$ cat src/rtl/mem_arb_pkg.sv
// rtl/mem_arb_pkg.sv - shared constants for the main-memory arbiter
package mem_arb_pkg;

  localparam logic ARB_P0 = 1'b0;
  localparam logic ARB_P1 = 1'b1;

  localparam int STARVE_LIMIT = 4;
  localparam int MEM_ADDR_WIDTH = 14;

  function automatic int starve_cnt_width(input int limit);
    return $clog2(limit + 1);
  endfunction

endpackage

$ cat src/rtl/mem_arb_starve_cnt.sv
// rtl/mem_arb_starve_cnt.sv - saturating wait counter for the low-priority port
module mem_arb_starve_cnt
  import mem_arb_pkg::*;
#(
  parameter int LIMIT = STARVE_LIMIT
) (
  input  logic clk,
  input  logic rstn,
  input  logic req,
  input  logic gnt,
  output logic at_limit
);

  localparam int W = starve_cnt_width(LIMIT);
  localparam logic [W-1:0] LIMIT_V = W'(LIMIT);

  logic [W-1:0] cnt;

  // Any grant or a withdrawn request restarts the wait; otherwise count up and hold at the limit.
  always_ff @(posedge clk or negedge rstn) begin
    if (!rstn) begin
      cnt <= '0;
    end else if (!req || gnt) begin
      cnt <= '0;
    end else if (cnt != LIMIT_V) begin
      cnt <= cnt + 1'b1;
    end
  end

  assign at_limit = (cnt == LIMIT_V);

endmodule

$ cat src/rtl/mem_arbiter.sv
// rtl/mem_arbiter.sv - two-port fixed-priority arbiter for the single-ported main memory
module mem_arbiter
  import mem_arb_pkg::*;
#(
  parameter int ADDR_WIDTH   = MEM_ADDR_WIDTH,
  parameter int STARVE_LIMIT = mem_arb_pkg::STARVE_LIMIT
) (
  input  logic                  clk,
  input  logic                  rstn,

  input  logic                  p0_req,
  input  logic                  p0_write,
  input  logic [3:0]            p0_wmask,
  input  logic [31:0]           p0_wdata,
  input  logic [ADDR_WIDTH-1:0] p0_addr,
  output logic                  p0_gnt,
  output logic                  p0_rvalid,
  output logic [31:0]           p0_rdata,

  input  logic                  p1_req,
  input  logic                  p1_write,
  input  logic [3:0]            p1_wmask,
  input  logic [31:0]           p1_wdata,
  input  logic [ADDR_WIDTH-1:0] p1_addr,
  output logic                  p1_gnt,
  output logic                  p1_rvalid,
  output logic [31:0]           p1_rdata,

  output logic                  m_write,
  output logic [3:0]            m_wmask,
  output logic [31:0]           m_wdata,
  output logic [ADDR_WIDTH-1:0] m_addr,
  input  logic [31:0]           m_rdata
);

  logic at_limit;
  logic sel;
  logic rd0_q;
  logic rd1_q;

  mem_arb_starve_cnt #(
    .LIMIT (STARVE_LIMIT)
  ) u_starve_cnt (
    .clk      (clk),
    .rstn     (rstn),
    .req      (p1_req),
    .gnt      (p1_gnt),
    .at_limit (at_limit)
  );

  // Grants are suppressed while reset is held so nothing reaches memory.
  always_comb begin
    p0_gnt = 1'b0;
    p1_gnt = 1'b0;
    if (rstn) begin
      if (at_limit && p1_req) begin
        p1_gnt = 1'b1;
      end else if (p0_req) begin
        p0_gnt = 1'b1;
      end else if (p1_req) begin
        p1_gnt = 1'b1;
      end
    end
  end

  assign sel = p1_gnt ? ARB_P1 : ARB_P0;

  always_comb begin
    m_addr  = p0_addr;
    m_wdata = p0_wdata;
    m_wmask = p0_wmask;
    if (sel == ARB_P1) begin
      m_addr  = p1_addr;
      m_wdata = p1_wdata;
      m_wmask = p1_wmask;
    end
  end

  assign m_write = (p0_gnt & p0_write) | (p1_gnt & p1_write);

  // Tag each accepted read with its port so the data one cycle later is routed back.
  always_ff @(posedge clk or negedge rstn) begin
    if (!rstn) begin
      rd0_q <= 1'b0;
      rd1_q <= 1'b0;
    end else begin
      rd0_q <= p0_gnt & ~p0_write;
      rd1_q <= p1_gnt & ~p1_write;
    end
  end

  assign p0_rvalid = rd0_q;
  assign p1_rvalid = rd1_q;
  assign p0_rdata  = rd0_q ? m_rdata : 32'h0;
  assign p1_rdata  = rd1_q ? m_rdata : 32'h0;

endmodule

$ cat config.mk
export PLATFORM = sky130hd
export DESIGN_NAME = mem_arbiter
export DESIGN_NICKNAME = d
export VERILOG_FILES = /design/src/rtl/mem_arb_pkg.sv /design/src/rtl/mem_arb_starve_cnt.sv /design/src/rtl/mem_arbiter.sv
export SDC_FILE = /design/constraint.sdc
export NUM_CORES = 1
export LEC_CHECK = 0
export CORE_AREA = 4 4 98 100
export DETAILED_ROUTE_END_ITERATION = 10
export DIE_AREA = 0 0 102 104
export GPL_TIMING_DRIVEN = 0
export PLACE_DENSITY_LB_ADDON = 0.12
export SLEW_MARGIN = 10
export SYNTH_ARGS = -nofsm -noshare
export SYNTH_HDL_FRONTEND = slang
export SYNTH_HIERARCHICAL = 1
export SYNTH_SLANG_ARGS = --single-unit
$ cat constraint.sdc
create_clock -name clk -period 2.8 [get_ports clk]
set_input_delay 0.7 -clock clk [delete_from_list [all_inputs] [get_ports clk]]
set_output_delay 0.7 -clock clk [all_outputs]
set_load 0.02 [all_outputs]
==> results of run 1 <==
-- sequential cells by signal, indices dropped and copies added (netlist names) --
name,cells
u_starve_cnt/cnt,3
p0_rvalid,1
p1_rvalid,1
-- kinds of logic after synthesis --
family | after synthesis | synth area share [%]
multiplexers | 50 | 47.18
flip-flops | 5 | 7.943
buffers and inverters | 14 | 9.532
adder cells (fa/ha/maj) | 2 | 1.588
AO/OA/AOI/OAI | 4 | 1.827
AND/OR/NAND/NOR | 80 | 31.93
-- how the worst max path moves through the flow --
stage / from / to / slack (ns) / cells past startpoint
after floorplan: u_starve_cnt/cnt[0]$_DFFE_PN0P_ / m_wdata[26] / 0.32 / 8
after global placement: rstn / m_addr[2] / -0.73 / 6
after detailed placement: rstn / m_wdata[16] / -0.73 / 6
after CTS: u_starve_cnt/cnt[1]$_DFFE_PN0P_ / m_wdata[16] / -0.08 / 9
after global routing: u_starve_cnt/cnt[0]$_DFFE_PN0P_ / m_wmask[3] / 0.0005 / 7
final: u_starve_cnt/cnt[0]$_DFFE_PN0P_ / m_wmask[0] / 0.09 / 8
-- critical path: stages (launching register included) --
cell	delay, ns
dfrtp_1	0.37
inv_2	0.08
ha_4	0.14
and2_4	0.14
nand2b_4	0.13
and3_2	0.31
clkbuf_16	0.18
mux2_4	0.28
buf_2	0.16
-- metal layers --
metal	track usage [%]	share of wire, %
met5	0	0
met4	2.062	0.74
met3	4.158	9.8
met2	29.62	55
met1	15.65	35
-- power by group through the flow --
| stage | combinational [W] | clock (W) | sequential (W) |
|---|---|---|---|
| after floorplan | 0.000266 | 0 | 0.0000841 |
| after global placement | 0.000634 | 0 | 0.0000842 |
| after detailed placement | 0.000637 | 0 | 0.0000846 |
| after CTS | 0.000611 | 0.000135 | 0.0000824 |
| after global routing | 0.000675 | 0.000140 | 0.0000840 |
| final | 0.000637 | 0.000130 | 0.0000828 |
-- what timing repair did --
action / 4_1_cts / 5_1_grt
gates resized for setup: 223 / 32
cloned: 0 / 3
endpoints found under the hold margin: 0 / 0
buffers inserted: 2 / 5
endpoints found under the setup margin: 53 / 50
-- area by class of cell --
cell class | instances | area [um^2] | area share (%)
flip-flops and latches | 5 | 125.1 | 2.903
repair buffers | 265 | 2546 | 59.07
clock buffers | 4 | 45.04 | 1.045
plain buffers | 11 | 122.6 | 2.845
multi-input cells | 137 | 1329 | 30.83
inverters | 2 | 7.507 | 0.1742
well taps | 108 | 135.1 | 3.135
-- metrics by stage --
stage          setup TNS [ns]  util, %  instance area, um^2
2_1_floorplan               0        -                 1575
3_3_place_gp           -34.94    49.24                 4273
3_5_place_dp           -35.21    49.24                 4273
4_1_cts              -0.08123    48.01                 4167
5_1_grt                     0    49.67                 4310
6_report                    0    49.67                 4310
-- synthesized netlist by cell type, drive strengths merged --
cell type and count:
and2 65, mux2 50, buf 6, clkbuf 6
dfrtp 5, a21oi 2, and3 2, ha 2
inv 2, nand2 2, nand2b 2, nand3 2
nand4 2, nor2b 2, a21bo 1, a21o 1
and3b 1, nor2 1, nor3 1
==> out/results.md, run 1 <==
| Result | Value | Unit |
|:---|:---|:---|
| Transition time at the pin with the least slew margin | 0.3390 | ns |
| First-pass GRT wire length | 12.42 | mm |
| Max-slew headroom | 77.40 | % |
| Setup WS pre-CTS | -0.7349 | ns |
| CTS hold repair buffers | 0 | - |
| Post-Syn Nets | 295 | - |
| Final nets | 565 | - |
| Number of detailed-route iterations in the first pass | 4 | - |
| Dpl hpwl | 7.924 | mm |
| Number of violations reported at the end of detailed-routing iteration 0 | 57 | - |
| Required arrival time at the worst endpoint | 2.10 | ns |
| Register share of total power | 9.7 | % |
| Post-Syn Instances | 155 | - |
| DRC violations left | 0 | - |
| Synthesized area per cell | 10.16 | um^2 |
| Crit Reg-Reg Startpoint | u_starve_cnt/cnt[1]$_DFFE_PN0P_ | - |
| Global route total overflow | 0 | - |
| CTS Root Cell | clkbuf_8 | - |
| Number of violations of the max-capacitance limit | 0 | - |
| Seq/Total Area, Yosys | 7.943 | % |
| Most common library cell in the layout ignoring fill and taps | clkdlybuf4s50_1 | - |
| Area Overhead vs Synth | 173.6 | % |
| H-tree depth reported by CTS | 1 | - |
| DRT antenna net count | 0 | - |
| Core Footprint | 8678 | um^2 |
| Highest attainable clock frequency | 0.3687 | GHz |
| Net Sw Frac | 32.37 | % |
| Die extent in y | 104 | um |
| Diodes inserted | 0 | - |
| Share of power burned in combinational logic | 74.9 | % |
| Routed via count | 2,116 | - |
| Top library cells by usage in the layout, fill and taps aside | clkdlybuf4s50_1, and2_1, mux2_4 | - |
| Floorplan die width | 102 | um |
| Fill count | 833 | - |
| Endpoints failing hold | 0 | - |
| Peak VDD IR | 0.2390 | mV |
| R2R depth | 9 | - |
| Final number of setup-violating endpoints | 0 | - |
| Critical path type | reg2out | - |
| Yosys top cell by area | mux2_4 | - |
| IO Pins | 257 | - |
| Clk network pwr share | 15.3 | % |
| Worst hold path type | in2async | - |
| Routed Wire Length | 9.037 | mm |
| Worst endpoint data arrival time | 2.01 | ns |
| Crit-path max FO | 4 | - |
| Worst Setup Slack, final | 0.08813 | ns |
| Post-placement cell count | 519 | - |
| Total clock sinks | 5 | - |
| Initial antenna violation count | 0 | - |
| Synthesis-stage register bit count | 5 | - |
| Setup repair after global routing missed its margin | false | - |
| Critical path launch point type | register | - |
| Cell-internal power | 0.0005753 | W |
| Insertion delay of the later-clocked pin in the worst-skew pair | 0.22 | ns |
| Top cells by area in the synthesized netlist | mux2_4, and2_1, dfrtp_1 | - |
| Max Slew Vio Count | 0 | - |
| WL per Instance | 16.99 | um |
| Clock transition at the registers of the reported paths | 0.04 | ns |
| Psw | 0.0002753 | W |
| Minimum period implied by the final worst setup slack | 2.712 | ns |
| Buffers on Ports | 256 | - |
| Total Power Consumption | 0.0008506 | W |
| Post-Route Skew | 0.003709 | ns |
| Post-synth cell types | 22 | - |
| Vias in the first global route | 1,986 | - |
| LEAKAGE | 1.845 | nW |
| Final weighted congestion in routability-driven placement | 0.7470 | - |
| Endpoint of the worst register-to-register path | u_starve_cnt/cnt[2]$_DFFE_PN0P_ | - |
| Yosys top cell area share | 45.75 | % |
| Number of warnings issued by yosys | 6 | - |
| Die area | 10,610 | um^2 |
| Clock tree from TritonCTS | yes | - |
| Clock buffers created by TritonCTS | 3 | - |
| Initial Utilization | 18.15 | % |
| Min Hold Slack | 0.4157 | ns |
| Period utilization | 96.85 | % |
| Share of layout cells above drive strength 1 | 30.19 | % |
| Global router's overall resource usage | 15.03 | % |
| Flop-to-flop setup slack | 0.88 | ns |
| Largest net degree at the start of global routing | 12 | - |
| Post-synthesis cell area | 1575 | um^2 |
| Power per unit of standard cell area | 197.3 | nW/um^2 |
| Via count normalized by instance count | 3.977 | - |
| Final cell count without fillers | 532 | - |
| Run status | complete, no violations | - |
| CP Capture Type | output pin | - |
| Buffer depth of the longest clock path | 2 | - |
| FP Rows | 34 | - |
Power figures use the tool's default switching activity.
==> run 2: changes to the inputs <==
Settings changed: CAP_MARGIN set to 20.
Clock period 2.8 ns to 3 ns, I/O delays scaled along.
==> run 2 against run 1 <==
Worst hold slack gained 0.042 ns. Power down 12%. Flip-flop and latch count did not move. Clock skew fell by 0.00084 ns. Die area unchanged. Sequential power fell by 6.4%. Clock power down 7%. Clock-buffer cell count is the same. Non-clock buffer count is 7 lower. Design area is 5.0% lower. Sequential share of layout area grew 0.15 points. Cell count is 1.5% lower. Critical path type unchanged. Critical endpoint is now m_addr[7].
==> out/results.md, run 2 (synthesis results as in run 1) <==
| Result | Value | Unit | Change |
|:---|:---|:---|:---|
| Minimum period implied by the final worst setup slack | 2.872 | ns |  |
| LEAKAGE | 1.753 | nW | -5.0% |
| Post-placement cell count | 519 | - | unchanged |
| Critical path type | reg2out | - |  |
| Period utilization | 95.74 | % |  |
| Endpoints failing hold | 0 | - | unchanged |
| Final nets | 557 | - | -1.4% |
| First-pass GRT wire length | 12.21 | mm | -1.7% |
| Final TNS setup | 0 | ns | unchanged |
| Insertion delay of the later-clocked pin in the worst-skew pair | 0.22 | ns | about the same |
| Flip-flop count of the largest register, all copies and words added | 3 | - | unchanged |
| Core Footprint | 8678 | um^2 | unchanged |
| Highest attainable clock frequency | 0.3482 | GHz |  |
| Final number of setup-violating endpoints | 0 | - | unchanged |
| Placement Cell Area | 4273 | um^2 | unchanged |
| FP Rows | 34 | - | unchanged |
| Area Overhead vs Synth | 160.0 | % |  |
| IO Pins | 257 | - | unchanged |
| Vias in the first global route | 1,954 | - | -1.6% |
| Top library cells by usage in the layout, fill and taps aside | clkdlybuf4s50_1, and2_1, mux2_4 | - |  |
| Worst endpoint data arrival time | 2.12 | ns | +0.11 ns |
| Transition time at the pin with the least slew margin | 0.3383 | ns | -0.0007658 ns |
| DRT antenna net count | 0 | - | unchanged |
| Floorplan die width | 102 | um | unchanged |
| Setup repair after global routing missed its margin | false | - |  |
| Largest Register | u_starve_cnt/cnt | - |  |
| Initial antenna violation count | 0 | - | unchanged |
| Number of violations of the max-capacitance limit | 0 | - | unchanged |
| Buffers on Ports | 256 | - | unchanged |
| H-tree depth reported by CTS | 1 | - | unchanged |
| CTS Root Cell | clkbuf_8 | - |  |
| Critical path launch point type | register | - |  |
| Clock transition at the registers of the reported paths | 0.03 | ns | about the same |
| Initial Utilization | 18.15 | % | unchanged |
| Power per unit of standard cell area | 182.2 | nW/um^2 | -7.7% |
| Most common library cell in the layout ignoring fill and taps | clkdlybuf4s50_1 | - |  |
| Die area | 10,610 | um^2 | unchanged |
| Clock buffers created by TritonCTS | 3 | - | unchanged |
| Global router's overall resource usage | 14.79 | % | -0.24 points |
| Global route total overflow | 0 | - | unchanged |
| Total Power Consumption | 0.0007464 | W | -12% |
| Dpl hpwl | 7.924 | mm | unchanged |
| Clock tree from TritonCTS | yes | - |  |
| Final cell count without fillers | 524 | - | -1.5% |
| CTS hold repair buffers | 0 | - | unchanged |
| Number of detailed-route iterations in the first pass | 3 | - | -1 |
| DRC violations left | 0 | - | unchanged |
| Crit-path max FO | 10 | - | +6 |
| R2R depth | 9 | - | unchanged |
| Number of violations reported at the end of detailed-routing iteration 0 | 75 | - | +32% |
| Routed via count | 2,076 | - | -1.9% |
| Share of layout cells above drive strength 1 | 27.88 | % | -2.3 points |
| Share of the core filled with cells | 47.20 | % | -2.5 points |
| Die extent in y | 104 | um | unchanged |
| Total non-filler cell area in the finished layout | 4096 | um^2 | -5.0% |
| Area occupied by registers | 125.1 | um^2 | unchanged |
| WL per Instance | 16.79 | um | -1.1% |
| CP Capture Type | output pin | - |  |
| Max Slew Vio Count | 0 | - | unchanged |
| Fill count | 869 | - | +4.3% |
| Multi-input gate area | 1313 | um^2 | -1.2% |
| Total clock sinks | 5 | - | unchanged |
| Required arrival time at the worst endpoint | 2.25 | ns | +0.15 ns |
| Worst hold path type | in2async | - |  |
| Diodes inserted | 0 | - | unchanged |
| Run status | complete, no violations | - |  |
| Largest net degree at the start of global routing | 12 | - | unchanged |
| Peak VDD IR | 0.2231 | mV | -6.7% |
| Post-Route Skew | 0.002868 | ns | -0.0008412 ns |
| Routed Wire Length | 8.799 | mm | -2.6% |
| Buffer depth of the longest clock path | 2 | - | unchanged |
| Via count normalized by instance count | 3.962 | - | -0.39% |
| Final weighted congestion in routability-driven placement | 0.7470 | - | unchanged |
| Flop-to-flop setup slack | 1.10 | ns | +0.22 ns |
| Max-slew headroom | 77.45 | % | about the same |
-- run 2: changes by cell type in the layout (fill, tap and decap cells not counted), moves of 2 or more --
cell and change:
buf_2 +20, buf_6 -20, clkbuf_16 -2, buf_4 -6
-- run 2: where the power goes --
part	internal [W]	total [W]	switching, W
combinational	0.000337	0.000548	0.000211
sequential	0.0000726	0.0000775	0.00000497
clock	0.0000910	0.000121	0.0000301
-- run 2: cell type report --
type	count	area share [%]
timing repair buffer	257	56.84
multi-input combinational	136	32.04
buffer	12	3.482
tap	108	3.299
sequential	5	3.054
clock buffer	4	1.100
inverter	2	0.1833
-- run 2: metrics by stage --
step | setup WS, ns | hold WS, ns
final | 0.1279 | 0.4578
after global routing | 0.008780 | 0.4605
after CTS | -0.01212 | 0.4538
after detailed placement | -0.6349 | 0.5666
after global placement | -0.6277 | 0.5559
after floorplan | 0.4658 | 0.4544
-- run 2: routing by layer --
metal / routed length [um] / track usage [%] / vias up / share of wire (%)
met2: 4822 / 29.48 / 112 / 55
met3: 893 / 4.091 / 6 / 10
li1: - / - / 1042 / -
met4: 52 / 1.687 / 0 / 0.59
met5: 0 / 0 / - / 0
met1: 3031 / 15.25 / 916 / 34
-- run 2: final timing paths --
kind                                                   endpoint                            start
worst max-delay path                                  m_addr[7]  u_starve_cnt/cnt[1]$_DFFE_PN0P_
worst min-delay path            u_starve_cnt/cnt[1]$_DFFE_PN0P_                             rstn
worst max register to register  u_starve_cnt/cnt[2]$_DFFE_PN0P_  u_starve_cnt/cnt[1]$_DFFE_PN0P_
worst min register to register  u_starve_cnt/cnt[1]$_DFFE_PN0P_  u_starve_cnt/cnt[1]$_DFFE_PN0P_
max in group asynchronous                   p0_rvalid$_DFF_PN0_                             rstn
min in group clk                u_starve_cnt/cnt[1]$_DFFE_PN0P_  u_starve_cnt/cnt[1]$_DFFE_PN0P_
-- run 2: repair_timing --
item	CTS	global route
gates resized for setup	164	43
buffers inserted	1	0
setup endpoints to repair	53	50
-- run 2: worst max-delay path: stages, from the launching register on --
cell and delay, ns:
dfrtp_1 0.38, inv_2 0.06, ha_4 0.17, and2_2 0.19, nand2b_1 0.16, and3_4 0.19, buf_12 0.14, buf_12 0.15
mux2_4 0.30, buf_2 0.16
